**src/rtl/pipeif_fetch.sv**
```systemverilog
// pipeif_fetch: instruction fetch front end feeding the IF/ID register.
// Owns the fetch PC and runs a req/ack handshake to instruction memory.
// A QDEPTH-entry prefetch queue (QDEPTH = 2 or 4) absorbs IF/ID stalls.
// A redirect from ID flushes the queue. It also flushes any fetch that is
// still in flight.
//
// Handshake: imem_req/imem_addr are held stable from the cycle imem_req rises
// until the cycle imem_ack is sampled high. imem_rdata is valid with imem_ack.
// At most one request is outstanding at any time.
//
// Optional feature macro: FETCH_BYPASS_EN. When it is defined, an ack that
// arrives while the queue is empty is forwarded combinationally to pc4/ins.
// dbg_state exposes the FSM state: 0 = RUN, 1 = KILL.
module pipeif_fetch #(
  parameter logic [31:0] RESET_PC = 32'h0000_0000,
  parameter int          QDEPTH   = 2
) (
  input  logic        clk,
  input  logic        clrn,
  input  logic        install,
  input  logic        redirect,
  input  logic [31:0] target,
  output logic        imem_req,
  output logic [31:0] imem_addr,
  input  logic        imem_ack,
  input  logic [31:0] imem_rdata,
  output logic [31:0] pc4,
  output logic [31:0] ins,
  output logic        dbg_state
);

  localparam int PW = $clog2(QDEPTH);
  localparam int CW = PW + 1;

  typedef enum logic {S_RUN = 1'b0, S_KILL = 1'b1} state_t;

  state_t        r_state;
  state_t        w_next_state;
  logic [31:0]   r_fpc;
  logic [31:0]   r_kill_addr;
  logic          r_started;
  logic [31:0]   r_q_pc4 [QDEPTH];
  logic [31:0]   r_q_ins [QDEPTH];
  logic [PW-1:0] r_rd_ptr;
  logic [PW-1:0] r_wr_ptr;
  logic [CW-1:0] r_count;

  logic w_empty;
  logic w_room;
  logic w_run_ack;
  logic w_bypass;
  logic w_push;
  logic w_pop;

  assign w_empty   = (r_count == '0);
  assign w_room    = (r_count < CW'(QDEPTH));
  // Only an ack to a live request in RUN, with no redirect, carries usable data.
  assign w_run_ack = (r_state == S_RUN) & imem_req & imem_ack & ~redirect;
`ifdef FETCH_BYPASS_EN
  assign w_bypass  = w_run_ack & w_empty;
  assign w_push    = w_run_ack & ~(w_bypass & install);
`else
  assign w_bypass  = 1'b0;
  assign w_push    = w_run_ack;
`endif
  assign w_pop     = install & ~w_empty & ~redirect;
  assign dbg_state = r_state;

  // FSM state register
  always_ff @(posedge clk or negedge clrn) begin
    if (!clrn) r_state <= S_RUN;
    else       r_state <= w_next_state;
  end

  // Next state: a redirect that leaves a request un-acked must wait out its stale ack
  always_comb begin
    w_next_state = r_state;
    case (r_state)
      S_RUN:   if (redirect && imem_req && !imem_ack) w_next_state = S_KILL;
      S_KILL:  if (imem_ack) w_next_state = S_RUN;
      default: w_next_state = S_RUN;
    endcase
  end

  // FSM outputs: request (stale address while killing) and the IF/ID head view
  always_comb begin
    imem_req  = (r_state == S_KILL) | (r_started & w_room);
    imem_addr = (r_state == S_KILL) ? r_kill_addr : r_fpc;
    pc4       = 32'h0;
    ins       = 32'h0;
    if (!w_empty) begin
      pc4 = r_q_pc4[r_rd_ptr];
      ins = r_q_ins[r_rd_ptr];
    end else if (w_bypass) begin
      pc4 = r_fpc + 32'd4;
      ins = imem_rdata;
    end
  end

  // Fetch PC, start flag and the address held while a stale request drains
  always_ff @(posedge clk or negedge clrn) begin
    if (!clrn) begin
      r_fpc       <= RESET_PC;
      r_kill_addr <= RESET_PC;
      r_started   <= 1'b0;
    end else begin
      r_started <= 1'b1;
      if (redirect)       r_fpc <= target;
      else if (w_run_ack) r_fpc <= r_fpc + 32'd4;
      if (r_state == S_RUN && w_next_state == S_KILL) r_kill_addr <= r_fpc;
    end
  end

  // Prefetch queue: redirect clears it, otherwise push/pop with simultaneous support
  always_ff @(posedge clk or negedge clrn) begin
    if (!clrn) begin
      r_rd_ptr <= '0;
      r_wr_ptr <= '0;
      r_count  <= '0;
      for (int i = 0; i < QDEPTH; i++) begin
        r_q_pc4[i] <= 32'h0;
        r_q_ins[i] <= 32'h0;
      end
    end else if (redirect) begin
      r_rd_ptr <= '0;
      r_wr_ptr <= '0;
      r_count  <= '0;
    end else begin
      if (w_push) begin
        r_q_pc4[r_wr_ptr] <= r_fpc + 32'd4;
        r_q_ins[r_wr_ptr] <= imem_rdata;
        r_wr_ptr          <= r_wr_ptr + PW'(1);
      end
      if (w_pop) r_rd_ptr <= r_rd_ptr + PW'(1);
      case ({w_push, w_pop})
        2'b10:   r_count <= r_count + CW'(1);
        2'b01:   r_count <= r_count - CW'(1);
        default: r_count <= r_count;
      endcase
    end
  end

endmodule

```
**config.mk**
```make
export PLATFORM = sky130hd
export DESIGN_NAME = pipeif_fetch
export DESIGN_NICKNAME = d
export VERILOG_FILES = /design/src/rtl/pipeif_fetch.sv
export SDC_FILE = /design/constraint.sdc
export NUM_CORES = 1
export LEC_CHECK = 0
export CAP_MARGIN = 20
export CORE_AREA = 2 2 120 180
export DETAILED_ROUTE_END_ITERATION = 10
export DIE_AREA = 0 0 122 182
export PLACE_DENSITY = 0.86
export SYNTH_ARGS = -nofsm -noshare
export SYNTH_HDL_FRONTEND = slang
export SYNTH_SLANG_ARGS = --single-unit
```
**constraint.sdc**
```tcl
create_clock -name clk -period 2.3 [get_ports clk]
set_clock_uncertainty 0.2 [all_clocks]
set_input_delay 0.46 -clock clk [delete_from_list [all_inputs] [get_ports clk]]
set_output_delay 0.46 -clock clk [all_outputs]
set_load 0.005 [all_outputs]
```
==> results by group <==
Global routing
  – Initial antenna violation count: 0
  – GR Overflow Total: 0
  – GR Util All Layers: 0.2831
  – Vias in the first global route: 9,509
  – Largest net degree at the start of global routing: 79
  – First-pass GRT wire length: 49,260 um

Final layout
  – Ant. Diodes: 0
  – Util after Layout: 0.7125
  – Share of cells above drive strength 1: 0.3629
  – Area delta synth->final: 48.09%
  – Net count reported at finish: 1,444
  – Filler cell count: 1,300
  – Design area: 0.01478 mm2
  – Finished Layout Cells: 1,654

Detailed routing
  – DR vias: 10,308
  – Post-DRT Antenna Nets: 0
  – Per-cell routed wire length: 23.18 um
  – Pre-antenna DRT Iters: 6
  – Initial DRC count: 1,361
  – Detailed Route WL: 38,340 um
  – Via-to-Cell Ratio: 6.232
  – DRC: 0

Placed design
  – Post-DP Area: 0.01247 mm2
  – Buffers on Ports: 166
  – DP Worst Slack: -0.4374 ns
  – Placed Cells incl. Taps: 1,514
  – Dpl hpwl: 18,310 um
  – GP Congestion: 0.8635

Job
  – Max Cap Viol: 0

STA
  – Final setup viols: 115
  – Final worst slack: -0.2455 ns
  – Tcrit/Tclk final: 1.107
  – Post-Route Setup TNS: -9.328 ns
  – Tmin final: 2.546 ns
  – Max frequency: 392.9 MHz
  – Final-report max-slew violation count: 0
  – RSZ-0062 raised after global routing: true
  – Final hold vios: 0
  – Worst hold slack: 0.2764 ns

Hold path
  – Worst min path class: reg2reg

Critical path
  – Setup CP Type: reg2reg
  – Critical Path Most Common Cell: or4_4
  – CP startpoint kind: flip-flop
  – Critical path data arrival time: 2.70 ns
  – CP Data Required Time: 2.45 ns
  – Critical path capture point type: flip-flop
  – CP cell instances: buf_4, nand4_4, or4_4, or4_4, a31oi_1
  – CP max-delay cell: or4_4
  – Peak fanout along the critical path: 6
  – Worst path max stage delay: 0.65 ns

CTS
  – Clock Tree Buf Depth: 2
  – TritonCTS Buffers: 17
  – Worst-Skew Late Latency: 0.45 ns
  – H-Tree Depth: 4
  – Clock Tree Root: clkbuf_16
  – Clock sink count: 198
  – Clock-pin slew on the worst setup and hold paths: 0.07 ns
  – CTS tree: yes

Pwr
  – Maximum vdd drop: 0.6074 mV
  – Pwr Total: 10.91 mW
  – Pwr dens: 738.5 mW/mm2
  – P_leak: 6.578 nW

Synthesis
  – Net Count, Synth: 1,149
  – Sequential fraction of the synthesis area: 0.4966
  – Syn Area/Cell: 9.247 um2
  – EDFF count, synth: 0
  – Synth Register Bits: 198
  – Top FF cell, synth: dfrtp_1
  – Cells after Synth: 1,079
  – Library cells used by synthesis: 46
  – Mapped Area: 0.009977 mm2
  – Async SR Flop Fraction: 1.000
  – Yosys warnings: 0

Outcome
  – Violations in the final reports: negative setup slack
  – Status: finished with violations

Floorplanning
  – # rows: 65
  – Chip Height: 182 um
  – Core box area: 0.02074 mm2
  – DIE AREA: 0.02220 mm2
  – Starting Density: 0.4811
  – Die width: 122 um
  – Number of I/O pins: 167
final cells by class:
class                           instances  area [um2]  share of cell area
Multi-Input combinational cell        786        5335              0.3611
Sequential cell                       198        4970              0.3364
Timing Repair Buffer                  366        3503              0.2371
Clock buffer                           19       432.9             0.02930
Tap cell                              268       335.3             0.02269
Clock inverter                         12       180.2             0.01219
Inverter                                5       18.77            0.001270
state kept, by name (all words and copies together) (netlist names):
| name | cells |
|---|---|
| dbg_state | 1 |
| r_count | 2 |
| r_fpc | 32 |
| r_kill_addr | 32 |
| r_q_ins | 64 |
| r_q_pc4 | 64 |
| r_rd_ptr | 1 |
| r_started | 1 |
| r_wr_ptr | 1 |
kinds of logic (layout without fill, tap and decap cells):
logic type      Yosys count  in the layout  share of synthesized area
simple gates            506            508                     0.2265
flops                   198            198                     0.4966
mux                     128            128                     0.1363
compound gates          125            125                    0.07650
buf+inv                  97            402                    0.04226
xor+xnor                 23             23                    0.02019
fa+ha+maj                 1              1                   0.001254
other cells               1              1                  0.0003759
Yosys cell counts, types with 2 or more instances:
master / n / area, um2
a21oi_1: 2 / 10.01
a31oi_1: 37 / 231.5
and3_1: 5 / 31.28
buf_1: 7 / 26.28
buf_2: 10 / 50.05
buf_4: 8 / 60.06
buf_6: 2 / 22.52
clkbuf_1: 65 / 244.0
dfrtp_1: 198 / 4955
inv_1: 5 / 18.77
mux2_1: 5 / 56.30
mux2_2: 58 / 653.1
mux2i_1: 65 / 650.6
nand2_1: 279 / 1047
nand2b_1: 4 / 25.02
nand3_1: 24 / 120.1
nand4_1: 10 / 62.56
nand4b_1: 2 / 17.52
nor2_1: 109 / 409.1
nor2b_1: 3 / 18.77
nor3_1: 5 / 25.02
nor4_1: 8 / 50.05
o211ai_1: 11 / 82.58
o21ai_0: 52 / 260.3
o311ai_0: 2 / 17.52
o31ai_1: 17 / 127.6
or2_2: 3 / 18.77
or3_1: 11 / 68.82
or4_1: 32 / 240.2
or4_4: 3 / 33.78
xnor2_1: 18 / 157.7
xor2_1: 5 / 43.79
placed cells by master (no fill, tap or decap), types with 9 or more instances in the layout:
cell type / count
buf_4: 113
or4_4: 25
nor2_4: 9
or4_1: 12
mux2_2: 50
buf_6: 54
mux2i_2: 13
dfrtp_2: 9
xnor2_1: 18
o21ai_0: 47
clkdlybuf4s50_1: 68
clkbuf_16: 27
nand3_1: 14
nand2_1: 278
buf_2: 49
o31ai_1: 9
nand4_1: 10
dfrtp_1: 188
clkbuf_2: 33
a31oi_1: 31
o211ai_1: 11
buf_12: 21
mux2i_1: 44
nor2_1: 92
what timing repair did:
action / CTS / global route
endpoints found under the hold margin: 198 / 0
endpoints found under the setup margin: 154 / 155
setup buffers: 48 / 50
cloned: 11 / 13
hold buffers: 1 / 0
pin swaps: 44 / 72
gates resized for setup: 377 / 221
path summary, 6_finish.rpt:
check,from,to,slack [ns],cells after the start
max,r_fpc[9],r_fpc[24],-0.25,5
min,r_q_ins[30],r_q_ins[30],0.28,2
max reg2reg,r_fpc[9],r_fpc[24],-0.25,5
min reg2reg,r_q_ins[30],r_q_ins[30],0.28,2
max in group asynchronous,clrn,r_q_ins[24],1.11,3
min in group asynchronous,clrn,r_kill_addr[25],0.39,3
per-layer routing:
layer / GRT usage / wire length, um / up-vias
met2: 0.4704 / 18880 / 840
met4: 0.1628 / 2480 / 0
met3: 0.04774 / 3563 / 227
li1: - / - / 4284
met1: 0.3441 / 13410 / 4957
met5: 0 / 0 / -
where the power goes:
part | switching, mW | internal, mW
registers | 0.623 | 4.29
clock network | 1.38 | 1.82
logic | 1.40 | 1.39
total | 3.40 | 7.51
worst max-delay path, delay by kind of cell, from the launching register on:
kind,cells,cell delay [ns]
AO/OA/AOI/OAI,1,0.22
buffers and inverters,1,0.17
flip-flops,1,0.46
AND/OR/NAND/NOR,3,1.39
No activity file was read; power rests on OpenSTA's default activity.
